<file path="config.mk">
export PLATFORM = sky130hd
export DESIGN_NAME = excp_ctrl
export DESIGN_NICKNAME = d
export VERILOG_FILES = /design/src/rtl/excp_ctrl.sv
export SDC_FILE = /design/constraint.sdc
export NUM_CORES = 1
export LEC_CHECK = 0
export ABC_AREA = 1
export BUFFER_PORTS_ARGS = -buffer_cell sky130_fd_sc_hd__buf_4
export CAP_MARGIN = 20
export CORE_AREA = 2 2 98 100
export CTS_CLUSTER_SIZE = 40
export DETAILED_ROUTE_END_ITERATION = 7
export DIE_AREA = 0 0 100 102
export PLACE_DENSITY = 0.74
export SLEW_MARGIN = 10
export SYNTH_ARGS = -nofsm -noshare
export SYNTH_HDL_FRONTEND = slang
export SYNTH_SLANG_ARGS = --single-unit
export TNS_END_PERCENT = 5
</file>
<file path="constraint.sdc">
create_clock -name clk -period 3.9 [get_ports clk]
set_clock_uncertainty 0.15 [all_clocks]
set_input_delay 0.39 -clock clk [delete_from_list [all_inputs] [get_ports clk]]
set_output_delay 0.39 -clock clk [all_outputs]
set_load 0.05 [all_outputs]
</file>
<file path="src/rtl/excp_ctrl.sv">
// Exception/interrupt sequencer: arbitrates commit-stage events, strobes CP0, flushes, then redirects fetch.
// Optional build macro EXCP_CTRL_PERF_EN adds perf_exc_cnt / perf_int_cnt event counters.
module excp_ctrl #(
  parameter logic [31:0] EXC_VECTOR   = 32'hBFC0_0380,
  parameter int          FLUSH_CYCLES = 2
) (
  input  logic        clk,
  input  logic        resetn,
  input  logic        m_valid,
  input  logic [31:0] m_pc,
  input  logic        m_is_slot,
  input  logic [6:0]  m_excp,
  input  logic [31:0] m_vaddr,
  input  logic        m_is_eret,
  input  logic        cp0_int_pending,
  input  logic [31:0] cp0_epc,
  output logic [6:0]  cp0_etype,
  output logic        cp0_exc,
  output logic        cp0_inter_valid,
  output logic [31:0] cp0_pc,
  output logic [31:0] cp0_int_pc,
  output logic        cp0_is_slot,
  output logic [31:0] cp0_vaddr,
  output logic        cp0_is_eret,
  output logic        flush,
  output logic        redirect_valid,
  output logic [31:0] redirect_pc,
  input  logic        redirect_ready
`ifdef EXCP_CTRL_PERF_EN
  ,
  output logic [31:0] perf_exc_cnt,
  output logic [31:0] perf_int_cnt
`endif
);

  typedef enum logic [1:0] {IDLE, FLUSH, REDIRECT} state_t;

  localparam int             CW       = $clog2(FLUSH_CYCLES + 1);
  localparam logic [CW-1:0]  CNT_LAST = CW'(FLUSH_CYCLES - 1);

  state_t        state, state_next;
  logic [CW-1:0] cnt, cnt_next;
  logic [31:0]   target, target_next;
  logic          idle_commit, take_int, take_exc, take_eret;

  // Gating with resetn keeps every output at zero while reset is held.
  assign idle_commit = resetn && (state == IDLE) && m_valid;
  assign take_int    = idle_commit && cp0_int_pending;
  assign take_exc    = idle_commit && !cp0_int_pending && (m_excp != 7'd0);
  assign take_eret   = idle_commit && !cp0_int_pending && (m_excp == 7'd0) && m_is_eret;

  always_ff @(posedge clk or negedge resetn) begin
    if (!resetn) begin
      state  <= IDLE;
      cnt    <= '0;
      target <= '0;
    end else begin
      state  <= state_next;
      cnt    <= cnt_next;
      target <= target_next;
    end
  end

  always_comb begin
    state_next      = state;
    cnt_next        = cnt;
    target_next     = target;
    cp0_etype       = 7'd0;
    cp0_exc         = 1'b0;
    cp0_inter_valid = 1'b0;
    cp0_pc          = 32'd0;
    cp0_int_pc      = 32'd0;
    cp0_is_slot     = 1'b0;
    cp0_vaddr       = 32'd0;
    cp0_is_eret     = 1'b0;
    flush           = 1'b0;
    redirect_valid  = 1'b0;
    redirect_pc     = 32'd0;
    case (state)
      IDLE: begin
        cnt_next = '0;
        if (take_int) begin
          cp0_inter_valid = 1'b1;
          cp0_is_slot     = m_is_slot;
          cp0_int_pc      = m_is_slot ? (m_pc - 32'd4) : m_pc;
          target_next     = EXC_VECTOR;
          state_next      = FLUSH;
        end else if (take_exc) begin
          cp0_exc     = 1'b1;
          cp0_etype   = m_excp;
          cp0_pc      = m_pc;
          cp0_vaddr   = m_vaddr;
          cp0_is_slot = m_is_slot;
          target_next = EXC_VECTOR;
          state_next  = FLUSH;
        end else if (take_eret) begin
          cp0_is_eret = 1'b1;
          target_next = cp0_epc;
          state_next  = FLUSH;
        end
      end
      FLUSH: begin
        flush = 1'b1;
        // Saturating count so a stalled FSM can never alias back to zero.
        if (cnt == CNT_LAST) begin
          state_next = REDIRECT;
        end else begin
          cnt_next = cnt + 1'b1;
        end
      end
      REDIRECT: begin
        flush          = 1'b1;
        redirect_valid = 1'b1;
        redirect_pc    = target;
        if (redirect_ready) begin
          state_next = IDLE;
        end
      end
      default: state_next = IDLE;
    endcase
  end

`ifdef EXCP_CTRL_PERF_EN
  always_ff @(posedge clk or negedge resetn) begin
    if (!resetn) begin
      perf_exc_cnt <= 32'd0;
      perf_int_cnt <= 32'd0;
    end else begin
      if (cp0_exc)         perf_exc_cnt <= perf_exc_cnt + 32'd1;
      if (cp0_inter_valid) perf_int_cnt <= perf_int_cnt + 32'd1;
    end
  end
`endif

endmodule

</file>
Word-level counts from Yosys, hierarchy flattened
Cells that the tools add are included.

Reduce and logical (&&, ||, !) cells: 17. Muxes and demuxes: 38. Equality and inequality tests: 7. Add/subtract/negate cells: 2.

Operators by type and width (count): $mux 32 (13); $sub 32x3->32 const B (1); $mux 7 (3); $mux 1 (14); $mux 2 (6); $logic_and 1x1->1 (7); $logic_not 7->1 (1); $reduce_bool 7->1 (1); $ne 2x2->1 const B (3); $pmux 2 s3 (1); $eq 2x1->1 const B (2); $ne 4x4->1 const B (1); $pmux 2 s2 (1); $reduce_and 2->1 (2); $reduce_and 3->1 (1); $reduce_bool 3->1 (1); $add 2x1->2 const B (1); $eq 2x2->1 const B (1); $logic_not 2->1 (1); $reduce_bool 2->1 (1); $reduce_or 2->1 (1); $logic_not 1->1 (1).

Output and inout bits: 141. Input port bits: 110. Word-level logic and storage cells: 67. Register bits after elaboration: 36.

Depth between registers and ports, before layout
Word-level depth: 10. Mapped depth: 12. Depth with buffers taken out: 12.

Worst setup path after synthesis
OpenSTA, ideal clock, no wires.

Kind: in2out. Start: input port m_pc[2]. End: output port cp0_int_pc[18]. Setup slack: 1.028 ns. Stages on the path: 10. Required time: 3.360 ns. Arrival: 2.332 ns. Buffers on the path: 0. Path through: inv_1 > ha_1 > nand2_1 > inv_1 > nand2_1 > nor2_1 > nand2_1 > nor2_4 > nor2_1 > nor3_1.

Word-level cells in the longest chain between the ends: 4.

Ends and longest elaborated chain: start: declaration (RTL line 10) `input logic [31:0] m_pc,`; $sub 32x3->32 (RTL line 85) `cp0_int_pc = m_is_slot ? (m_pc - 32'd4) : m_pc;`; $mux 32 (RTL line 85); $mux 32 (RTL line 82) `if (take_int) begin`; $mux 32 (RTL line 79) `case (state)`; end: declaration (RTL line 21) `output logic [31:0] cp0_int_pc,`.

No other way between the ends.

Worst setup path in the final report
Start: input port resetn. End: output port cp0_vaddr[1].

Word-level cells in the longest chain between the ends: 7. Elaborated cells on any way between the ends: 8. Classes of those cells: mux (3); reduce/logical (5).

Ends and longest elaborated chain: start: declaration (RTL line 8) `input logic resetn,`; $logic_and 1x1->1 (*) (2 in a row) (RTL line 47) `assign idle_commit = resetn && (state == IDLE) && m_valid;`; $logic_and 1x1->1 (2 in a row) (RTL line 49) `assign take_exc = idle_commit && !cp0_int_pending && (m_excp != 7'd0);`; $mux 32 (RTL line 88) `end else if (take_exc) begin`; $mux 32 (*) (RTL line 82); $mux 32 (*) (RTL line 79); end: declaration (RTL line 23) `output logic [31:0] cp0_vaddr,`.

Mark *: on every way between the ends. The rest lies on a longest branch, timed or not.

==> metrics.txt <==
sw power 0.904 mW; total routed wire length on the met1 layer 5.05 mm; number of filler instances in the final layout 904; actual transition at the worst max-transition pin 0.841 ns; Final Routed Wirelength 12.6 mm; part of the Yosys area used for sequential elements 0.273; router iterations before antenna repair 5; path category of the worst min-delay check in -> reg; count of pins on the block boundary 251; maximum number of pins on one net before global-route repair 43; Register-to-Register Setup Slack 1.49 ns; sequential cell area 901 sq um; FMAX 0.307 GHz; part of the cycle the worst path needs 0.836; # H-tree levels 2; Sink Count 36; overflow left after global routing 0; top cell type by total area after synthesis sky130_fd_sc_hd__dfrtp_1; wire length of the first global-routing pass 19.6 mm; outcome completed; share of power burned in registers 0.232; count of standard-cell rows 35; insertion delay of the later-clocked pin in the worst-skew pair 0.29 ns; minimum clock period 3.26 ns; worst setup path startpoint resetn; dpl ws 0.945 ns; sum of negative setup slack 0 ns; count of antenna diodes in the layout 0; post-detailed-placement half-perimeter wirelength 10.3 mm; clock input transition at the sequential cells of the worst setup and hold paths 0.07 ns; sort of element at the end of the critical path output pin; number of max-cap violations 0; worst IR drop on VDD 0.000151 V; vias in the first global route 4160; routed wl met2 6.35 mm; final worst slack 0.640 ns; drt drc 0; static leakage 3.40 nW; FF-to-FF Start state[1]; number of antenna violations at the first check in global routing 0; net count after synthesis 714; area share of the leading cell type in the synthesized netlist 0.273; type of origin of the critical path input pin; largest cells by area after synthesis sky130_fd_sc_hd__dfrtp_1 (27%), sky130_fd_sc_hd__nor2_1 (20%), sky130_fd_sc_hd__inv_1 (15%); vias post-DR 4455; fraction of registers with async set or reset after synthesis 1.00; RePlAce Congestion 1.06; growth of design area from synthesis to finish 62.3%; most common cell in the netlist sky130_fd_sc_hd__nor2_1; uppermost metal layer occupied by signal nets met4; number of instances in the synthesized netlist 598; ratio of total power to cell area 329 nW/um^2; y dimension of the die 102 um; setup violation total in the final timing report 0; TritonCTS clock tree built; Gates resized, CTS repair 0; Required @ worst endpoint 3.36 ns; average detailed-routed wire length per instance 13.3 um; number of enable-type register cells in the synthesized netlist 0; number of port buffers 250; final-report hold violation count 0; Arrival @ worst endpoint 2.72 ns; buffers inserted during post-CTS setup optimization 0; Nets 955; share of post-route cells with drive strength above 1 0.330; clock network power share 0.159; routed via count divided by cell count 4.68; cts hold-fix bufs 1; Detail Route met3 WL 894 um; endpoint of the most critical setup path cp0_vaddr[1]; most common library cells after synthesis sky130_fd_sc_hd__nor2_1 (175), sky130_fd_sc_hd__inv_1 (130), sky130_fd_sc_hd__nand2_1 (126), sky130_fd_sc_hd__nand3_1 (38), sky130_fd_sc_hd__dfrtp_1 (36); flip-flop cell with the highest count after synthesis sky130_fd_sc_hd__dfrtp_1; mapped cell area 3300 sq um; relative contribution of combinational cells to total power 0.609; Root Driver sky130_fd_sc_hd__clkbuf_8; Yosys warnings 0; initial core utilization 0.363; global-route total usage across every layer 0.235; area of the core region 9110 sq um; number of nets still failing antenna checks after routing 0; die outline area 10200 sq um; number of CTS-inserted buffers 5; post-synthesis register bit count 36; reg-to-reg endpoint state[1]; number of DRC violations after detailed-routing iteration 0 182; mean post-synth cell area 5.52 sq um; Multi-input gate area 1820 sq um; critical-path maximum fanout 42; clock buffer depth 2; switching share of total power 0.512; Rel. slew slack 0.437; count of cells along the worst register-to-register path 9; Horiz. Die Dim 100 um; start-to-end type of the worst setup path in -> out; max-slew violations 0; Int Pwr 0.862 mW; RSZ-0062 raised after global routing false; library cells used by synthesis 28
## worst max-delay path, cell delays in order
cell	delay, ns
sky130_fd_sc_hd__dlygate4sd3_1	0.54
sky130_fd_sc_hd__buf_4	0.42
sky130_fd_sc_hd__nand3_2	0.16
sky130_fd_sc_hd__nor2_4	0.20
sky130_fd_sc_hd__o21ai_4	0.26
sky130_fd_sc_hd__buf_4	0.35
sky130_fd_sc_hd__nor2_1	0.16
sky130_fd_sc_hd__buf_4	0.22
## layer usage
layer	up-vias	global-route usage
li1	2230	-
met1	2004	0.288
met2	187	0.426
met3	34	0.0301
met4	0	0.0790
met5	-	0
## logic make-up after synthesis
kind of cell / count (synthesis) / synth area share
AO/OA/AOI/OAI: 37 / 0.0591
AND/OR/NAND/NOR: 362 / 0.455
buffers and inverters: 153 / 0.180
flip-flops: 36 / 0.273
adder cells (fa/ha/maj): 6 / 0.0227
XOR/XNOR: 4 / 0.0106
## sequential cells by signal, summed over array words and instances (netlist names)
register and cells:
target 32, cnt 2, state 2
## power by group through the flow
stage               combinational [mW]  clock (mW)  sequential [mW]
finish                            1.08       0.281            0.409
global placement                  1.06           0            0.415
floorplan                        0.723           0            0.414
detailed placement                1.08           0            0.417
global route                      1.15       0.303            0.412
CTS                               1.08       0.285            0.410
## per-stage QoR
stage	instance area [sq um]	instances	hold WS (ns)	power (mW)	util
2_1_floorplan	3300	598	-0.0556	1.14	-
3_3_place_gp	5260	942	0.232	1.48	0.577
3_5_place_dp	5260	942	0.236	1.49	0.577
4_1_cts	5360	951	0.142	1.77	0.589
5_1_grt	5360	951	0.151	1.86	0.589
6_report	5360	951	0.146	1.77	0.589
## worst min path at each step
stage | startpoint | endpoint | cells after the start
after floorplan | resetn | cnt[0] | 0
after global placement | resetn | target[29] | 1
after detailed placement | resetn | target[25] | 1
after CTS | cp0_epc[12] | target[12] | 3
after global routing | cp0_epc[5] | target[5] | 3
final | cp0_epc[15] | target[15] | 3
## layout make-up
class / count / area share
timing repair buffer: 255 / 0.357
multi-input combinational: 409 / 0.339
sequential: 36 / 0.168
inverter: 132 / 0.0924
tap: 111 / 0.0259
clock buffer: 7 / 0.0161
clock inverter: 1 / 0.00140
## cells in the final DEF (no fill, tap or decap)
cell and n:
sky130_fd_sc_hd__or2_2 1, sky130_fd_sc_hd__inv_1 130, sky130_fd_sc_hd__clkbuf_8 6, sky130_fd_sc_hd__inv_2 2
sky130_fd_sc_hd__xor2_1 4, sky130_fd_sc_hd__o21ai_1 1, sky130_fd_sc_hd__dlygate4sd3_1 1, sky130_fd_sc_hd__nand3_2 2
sky130_fd_sc_hd__o21ai_4 1, sky130_fd_sc_hd__o21ai_0 15, sky130_fd_sc_hd__nand2_2 1, sky130_fd_sc_hd__a21oi_1 17
sky130_fd_sc_hd__nor3_1 2, sky130_fd_sc_hd__nand2_1 126, sky130_fd_sc_hd__dfrtp_1 36, sky130_fd_sc_hd__nor2_2 2
sky130_fd_sc_hd__nand4_2 1, sky130_fd_sc_hd__clkbuf_1 1, sky130_fd_sc_hd__nor2_4 5, sky130_fd_sc_hd__o21bai_1 1
sky130_fd_sc_hd__o22ai_1 1, sky130_fd_sc_hd__o21a_1 1, sky130_fd_sc_hd__nor2_1 175, sky130_fd_sc_hd__nand3_1 38
sky130_fd_sc_hd__clkinvlp_4 1, sky130_fd_sc_hd__nand4_1 8, sky130_fd_sc_hd__buf_4 254, sky130_fd_sc_hd__ha_1 6
sky130_fd_sc_hd__nor3_2 1
Note: power is estimated with default switching activity, not from simulation.
